<file path="src/rtl/alu_pkg.sv">
// Shared opcode, flag and limit definitions for the pipelined ALU.
package alu_pkg;

    typedef enum logic [3:0] {
        OpAdd  = 4'd0,
        OpSub  = 4'd1,
        OpAnd  = 4'd2,
        OpOr   = 4'd3,
        OpXor  = 4'd4,
        OpNot  = 4'd5,
        OpShl  = 4'd6,
        OpShr  = 4'd7,
        OpSra  = 4'd8,
        OpRol  = 4'd9,
        OpSlt  = 4'd10,
        OpSltu = 4'd11
    } alu_op_e;

    localparam logic [3:0] OP_ILLEGAL_MIN = 4'd12;

    typedef struct packed {
        logic carry;
        logic zero;
        logic neg;
        logic ovf;
        logic illegal;
    } alu_flags_t;

    function automatic logic op_is_illegal(input logic [3:0] op);
        return op >= OP_ILLEGAL_MIN;
    endfunction

endpackage

</file>
<file path="src/rtl/cla_addsub_n.sv">
// WIDTH-bit adder/subtractor built from 4-bit carry-lookahead groups with rippled group carries.
module cla_addsub_n #(
    parameter int unsigned WIDTH = 16
) (
    input  logic [WIDTH-1:0] a,
    input  logic [WIDTH-1:0] b,
    input  logic             sub,
    output logic [WIDTH-1:0] sum,
    output logic             cout,
    output logic             ovf
);

    localparam int unsigned NGRP = WIDTH / 4;

    logic [WIDTH-1:0] w_bx;
    logic [WIDTH-1:0] w_g;
    logic [WIDTH-1:0] w_p;
    logic [NGRP:0]    w_gc;

    // Subtraction is a + ~b + 1: invert b and inject the +1 as carry-in.
    assign w_bx    = b ^ {WIDTH{sub}};
    assign w_g     = a & w_bx;
    assign w_p     = a ^ w_bx;
    assign w_gc[0] = sub;

    for (genvar gi = 0; gi < NGRP; gi++) begin : g_grp
        logic [3:0] w_gg;
        logic [3:0] w_pp;
        logic [4:0] w_c;

        assign w_gg   = w_g[4*gi +: 4];
        assign w_pp   = w_p[4*gi +: 4];
        assign w_c[0] = w_gc[gi];
        assign w_c[1] = w_gg[0] | (w_pp[0] & w_c[0]);
        assign w_c[2] = w_gg[1] | (w_pp[1] & w_gg[0]) | (w_pp[1] & w_pp[0] & w_c[0]);
        assign w_c[3] = w_gg[2] | (w_pp[2] & w_gg[1]) | (w_pp[2] & w_pp[1] & w_gg[0])
                      | (w_pp[2] & w_pp[1] & w_pp[0] & w_c[0]);
        assign w_c[4] = w_gg[3] | (w_pp[3] & w_gg[2]) | (w_pp[3] & w_pp[2] & w_gg[1])
                      | (w_pp[3] & w_pp[2] & w_pp[1] & w_gg[0])
                      | (w_pp[3] & w_pp[2] & w_pp[1] & w_pp[0] & w_c[0]);

        assign sum[4*gi +: 4] = w_pp ^ w_c[3:0];
        assign w_gc[gi+1]     = w_c[4];
    end

    assign cout = w_gc[NGRP];
    assign ovf  = (a[WIDTH-1] == w_bx[WIDTH-1]) && (sum[WIDTH-1] != a[WIDTH-1]);

endmodule

</file>
<file path="src/rtl/alu_pipe.sv">
// Two-stage valid/ready ALU: S1 registers operands, S2 computes and registers result and flags.
// Optional operand isolation of the compute units is enabled by defining ALU_OPISO_EN.
module alu_pipe
    import alu_pkg::*;
#(
    parameter int unsigned WIDTH = 16
) (
    input  logic             clk,
    input  logic             rst,
    input  logic             in_valid,
    output logic             in_ready,
    input  logic [WIDTH-1:0] a,
    input  logic [WIDTH-1:0] b,
    input  logic [3:0]       op,
    output logic             out_valid,
    input  logic             out_ready,
    output logic [WIDTH-1:0] y,
    output logic             carry,
    output logic             zero,
    output logic             neg,
    output logic             ovf,
    output logic             illegal
);

    localparam int unsigned SHW = $clog2(WIDTH);

    logic             r_s1_valid;
    logic [WIDTH-1:0] r_s1_a;
    logic [WIDTH-1:0] r_s1_b;
    logic [3:0]       r_s1_op;
    logic             r_out_valid;
    logic [WIDTH-1:0] r_y;
    alu_flags_t       r_flags;

    logic             w_s2_load;
    logic             w_in_ready;
    logic             w_s1_load;
    logic [WIDTH-1:0] w_ua;
    logic [WIDTH-1:0] w_ub;
    logic [3:0]       w_uop;

    assign w_s2_load  = !r_out_valid || out_ready;
    assign w_in_ready = !rst && (!r_s1_valid || w_s2_load);

`ifdef ALU_OPISO_EN
    assign w_s1_load = in_valid && w_in_ready;
    // Idle cycles present all-zero operands so the adder and shifter do not toggle.
    assign w_ua      = r_s1_valid ? r_s1_a  : '0;
    assign w_ub      = r_s1_valid ? r_s1_b  : '0;
    assign w_uop     = r_s1_valid ? r_s1_op : 4'd0;
`else
    assign w_s1_load = w_in_ready;
    assign w_ua      = r_s1_a;
    assign w_ub      = r_s1_b;
    assign w_uop     = r_s1_op;
`endif

    always_ff @(posedge clk) begin
        if (rst) begin
            r_s1_valid <= 1'b0;
            r_s1_a     <= '0;
            r_s1_b     <= '0;
            r_s1_op    <= 4'd0;
        end else begin
            if (w_in_ready) begin
                r_s1_valid <= in_valid;
            end
            if (w_s1_load) begin
                r_s1_a  <= a;
                r_s1_b  <= b;
                r_s1_op <= op;
            end
        end
    end

    logic [WIDTH-1:0] w_sum;
    logic             w_cout;
    logic             w_add_ovf;

    cla_addsub_n #(
        .WIDTH (WIDTH)
    ) u_addsub (
        .a    (w_ua),
        .b    (w_ub),
        .sub  (w_uop == OpSub),
        .sum  (w_sum),
        .cout (w_cout),
        .ovf  (w_add_ovf)
    );

    logic [SHW-1:0]         w_sh;
    logic [WIDTH:0]         w_shl_ext;
    logic [WIDTH:0]         w_shr_ext;
    logic signed [WIDTH:0]  w_sra_ext;
    logic [2*WIDTH-1:0]     w_rol_ext;
    logic                   w_slt;
    logic                   w_sltu;

    // Extra bit on each shift catches the last bit shifted out; it is 0 for a zero amount.
    assign w_sh      = w_ub[SHW-1:0];
    assign w_shl_ext = {1'b0, w_ua} << w_sh;
    assign w_shr_ext = {w_ua, 1'b0} >> w_sh;
    assign w_sra_ext = $signed({w_ua, 1'b0}) >>> w_sh;
    assign w_rol_ext = {w_ua, w_ua} << w_sh;
    assign w_slt     = $signed(w_ua) < $signed(w_ub);
    assign w_sltu    = w_ua < w_ub;

    logic [WIDTH-1:0] w_res;
    logic             w_cy;
    logic             w_ov;
    logic             w_ill;
    alu_flags_t       w_flags;

    always_comb begin
        w_res = '0;
        w_cy  = 1'b0;
        w_ov  = 1'b0;
        w_ill = op_is_illegal(w_uop);
        case (w_uop)
            OpAdd, OpSub: begin
                w_res = w_sum;
                w_cy  = w_cout;
                w_ov  = w_add_ovf;
            end
            OpAnd:  w_res = w_ua & w_ub;
            OpOr:   w_res = w_ua | w_ub;
            OpXor:  w_res = w_ua ^ w_ub;
            OpNot:  w_res = ~w_ua;
            OpShl: begin
                w_res = w_shl_ext[WIDTH-1:0];
                w_cy  = w_shl_ext[WIDTH];
            end
            OpShr: begin
                w_res = w_shr_ext[WIDTH:1];
                w_cy  = w_shr_ext[0];
            end
            OpSra: begin
                w_res = w_sra_ext[WIDTH:1];
                w_cy  = w_sra_ext[0];
            end
            OpRol:  w_res = w_rol_ext[2*WIDTH-1:WIDTH];
            OpSlt:  w_res = {{(WIDTH-1){1'b0}}, w_slt};
            OpSltu: w_res = {{(WIDTH-1){1'b0}}, w_sltu};
            default: ;
        endcase
    end

    always_comb begin
        w_flags         = '0;
        w_flags.carry   = w_cy;
        w_flags.zero    = (w_res == '0);
        w_flags.neg     = w_res[WIDTH-1];
        w_flags.ovf     = w_ov;
        w_flags.illegal = w_ill;
    end

    // Result registers only capture real beats, so both builds emit identical output traces.
    always_ff @(posedge clk) begin
        if (rst) begin
            r_out_valid <= 1'b0;
            r_y         <= '0;
            r_flags     <= '0;
        end else if (w_s2_load) begin
            r_out_valid <= r_s1_valid;
            if (r_s1_valid) begin
                r_y     <= w_res;
                r_flags <= w_flags;
            end
        end
    end

    assign in_ready  = w_in_ready;
    assign out_valid = r_out_valid;
    assign y         = r_y;
    assign carry     = r_flags.carry;
    assign zero      = r_flags.zero;
    assign neg       = r_flags.neg;
    assign ovf       = r_flags.ovf;
    assign illegal   = r_flags.illegal;

endmodule

</file>
<file path="config.mk">
export PLATFORM = sky130hd
export DESIGN_NAME = alu_pipe
export DESIGN_NICKNAME = d
export VERILOG_FILES = /design/src/rtl/alu_pkg.sv /design/src/rtl/cla_addsub_n.sv /design/src/rtl/alu_pipe.sv
export SDC_FILE = /design/constraint.sdc
export NUM_CORES = 1
export LEC_CHECK = 0
export ABC_AREA = 1
export CAP_MARGIN = 20
export CELL_PAD_IN_SITES_DETAIL_PLACEMENT = 1
export CELL_PAD_IN_SITES_GLOBAL_PLACEMENT = 1
export CORE_MARGIN = 2
export CORE_UTILIZATION = 41
export CTS_CLUSTER_SIZE = 10
export DETAILED_ROUTE_END_ITERATION = 10
export PLACE_DENSITY = 0.92
export SLEW_MARGIN = 20
export SYNTH_ARGS = -nofsm -noshare
export SYNTH_HDL_FRONTEND = slang
export SYNTH_SLANG_ARGS = --single-unit
</file>
<file path="constraint.sdc">
create_clock -name clk -period 4.8 [get_ports clk]
set_clock_uncertainty 0.2 [all_clocks]
set_input_delay 0.96 -clock clk [delete_from_list [all_inputs] [get_ports clk]]
set_output_delay 0.96 -clock clk [all_outputs]
set_load 0.02 [all_outputs]
</file>
==> flow_summary.yaml <==
run_status:
  status: "complete, no violations"
finish:
  final_common_cell: "nand2_1"
  num-nets-final: 1215
  seq_area_um2: 1160
  final_cell_mix: "301 x nand2_1, 132 x nand3_1, 109 x inv_1"
  nFillCells: 2123
  insertedDiodeCount: 0
  drive_above_1_share_pct: 3.69
  multi_input_area_um2: 4480
  final_area_um2: 7350
  syn_to_final_growth_pct: 17.1
setup_path:
  r2r-start: "r_s1_op[0]"
  crit_arrival_ns: 4.42
  path_delay_family: "simple AND/OR/NAND/NOR gates"
  worstPathBufferInverterCount: 4
  end_kind: "register"
  critPathLaunch: "r_s1_op[0]"
  worstPathRequired_ns: 4.86
  critPathMaxFanout: 16
  slowest_delay_ns: 0.40
  critical_path_depth: 26
  slowest_stage: "dfxtp_1"
  worst-setup-path-type: "reg2reg"
  crit_path_frequent_cell: "nand2_1"
  r2r_cells: 26
  critical_path.startpoint_type: "register"
power_and_ir_drop:
  p_leak_nw: 3.58
  p_per_area_nw_per_um2: 260
  power_mw: 1.91
  peakVddDrop_uv: 180
logic_synthesis:
  ys_types: 40
  yosys.area_share.simple_pct: 38.0
  synth_seq_cells: 58
  synth_top_family_by_area: "simple AND/OR/NAND/NOR gates"
  syn_avg_cell_area_um2: 5.88
  seq_area_frac_synth_pct: 18.5
  synth-xor-area-share_pct: 2.51
  synth_area_um2: 6270
  syn_nets: 1174
  syn_inst: 1066
  synth-compound-area-share_pct: 16.9
  ys_warn_count: 0
  synth-adder-area-share_pct: 13.9
  muxShareOfSynthArea_pct: 0
global_route:
  grt_overflow: 0
  grt_pass1_vias: 7741
  grt_max_degree: 50
  track_usage_pct: 33.3
  grt_pass1_wl_um: 42000
  antenna_found_initial: 0
flow_run:
  maxCapViolations: 0
floorplanning:
  coreArea_um2: 15100
  row_count: 45
  die-width_um: 128
  dieArea_um2: 16300
  die_h_um: 128
  start_util_pct: 41.6
  io_pins: 63
clock_network:
  clock_path_buffers: 2
  clk_pin_slew_ns: 0.06
  clk_latency_ns: 0.34
  cts_root_buf: "clkbuf_16"
  clock_sinks: 58
  cts_tree: "yes"
  cts_buffers: 9
  cts_max_level: 3
  postCtsSetupRepairBufs: 0
timing:
  hold_viol_final: 0
  maxSlewHeadroom_pct: 47.4
  tns_ns: 0
  setup_viol: 0
  finalCritPeriodShare_pct: 90.7
  maxSlewViolCount: 0
  fmax_mhz: 230
  tightest_slew_ns: 0.786
  rsz0062_at_grt: "no"
  period_minus_slack_ns: 4.36
placement:
  dp_hpwl_um: 19900
  port_buffers: 62
  place.gp.congestion: 1.03
  place_area_um2: 7020
drt:
  drt_iter0_markers: 659
  firstDrtPassIters: 5
  vias_per_cell: 5.86
  routedWlPerCell_um: 20.5
  route.detailed.drc: 0
  vias: 7616
  antenna_left: 0
  wl_um: 26700
min_path:
  hold_start: "carry"
  hp-class: "reg2reg"
  hold_depth: 2
==> metrics by stage <==
stage	setup slack, ns	utilization [%]	std cells	hold slack, ns
global placement	0.821	46.6	1284	0.257
detailed placement	0.607	46.6	1284	0.261
global route	0.0878	48.7	1300	0.315
finish	0.444	48.7	1300	0.271
floorplan	0.956	-	1066	0.266
CTS	0.453	48.7	1300	0.269
==> what timing repair did <==
item	in CTS	in global routing
hold endpoints to repair	0	0
hold buffers	0	0
gates resized for setup	0	1
endpoints found under the setup margin	0	1
==> report_power, final <==
part | internal (mW) | total (mW) | switching (mW)
combinational | 0.218 | 0.645 | 0.427
clock | 0.466 | 0.707 | 0.241
sequential | 0.513 | 0.555 | 0.0420
==> Yosys cell counts, drive strengths merged <==
master / count / share of area (%)
nand2: 303 / 18
nand3: 132 / 11
inv: 113 / 6.8
nor2: 107 / 6.8
o21ai: 91 / 7.3
a21oi: 76 / 6.1
ha: 65 / 13
dfxtp: 58 / 19
clkbuf: 23 / 1.5
buf: 20 / 1.8
xor2: 16 / 2.2
o211ai: 12 / 1.4
nor3: 8 / 0.64
nand3b: 7 / 0.84
nand4: 7 / 0.70
o22ai: 4 / 0.40
a31oi: 3 / 0.30
fa: 3 / 0.96
clkinv: 2 / 0.12
nor4: 2 / 0.20
o21a: 2 / 0.24
o21bai: 2 / 0.24
xnor2: 2 / 0.28
a21boi: 1 / 0.12
a21o: 1 / 0.12
a22oi: 1 / 0.12
a31o: 1 / 0.14
and2: 1 / 0.10
o2111ai: 1 / 0.14
o221ai: 1 / 0.14
o22a: 1 / 0.14
==> state kept, by name, summed over array words and instances, names as in the netlist, 4 cells and up <==
register  cells
r_s1_a       16
y            16
r_s1_b       16
r_s1_op       4
==> worst paths after layout <==
path	end	slack [ns]
max	zero	0.44
min	carry	0.27
max reg2reg	zero	0.44
min reg2reg	carry	0.27
==> cells by family (layout without fill, tap and decap cells) <==
family          Yosys count  count (layout)
compound gates          197             197
xor+xnor                 18              18
fa+ha+maj                68              68
buf+inv                 158             204
flops                    58              58
simple gates            567             567
==> per-layer routing <==
layer | vias up | track usage (%) | part of all wire [%]
li1 | 3564 | - | -
met5 | - | 0 | 0
met2 | 305 | 53.4 | 45
met1 | 3656 | 41.8 | 42
met3 | 91 | 7.26 | 7.3
met4 | 0 | 17.6 | 5.6
==> worst reg2reg max path, delay by kind of cell, from the launching register on <==
| kind | cells | cell delay, ns |
|---|---|---|
| AND/OR/NAND/NOR | 15 | 1.56 |
| flip-flops | 1 | 0.40 |
| XOR/XNOR | 2 | 0.39 |
| buffers and inverters | 4 | 0.52 |
| AO/OA/AOI/OAI | 3 | 0.48 |
| adder cells (fa/ha/maj) | 2 | 0.73 |
==> layout make-up <==
type | count | share of cell area, %
Sequential cell | 58 | 15.8
Tap cell | 188 | 3.20
Clock inverter | 5 | 1.06
Inverter | 115 | 5.88
Multi-Input combinational cell | 850 | 61.0
Clock buffer | 11 | 3.30
Timing Repair Buffer | 73 | 9.74
Power figures use the tool's default switching activity.
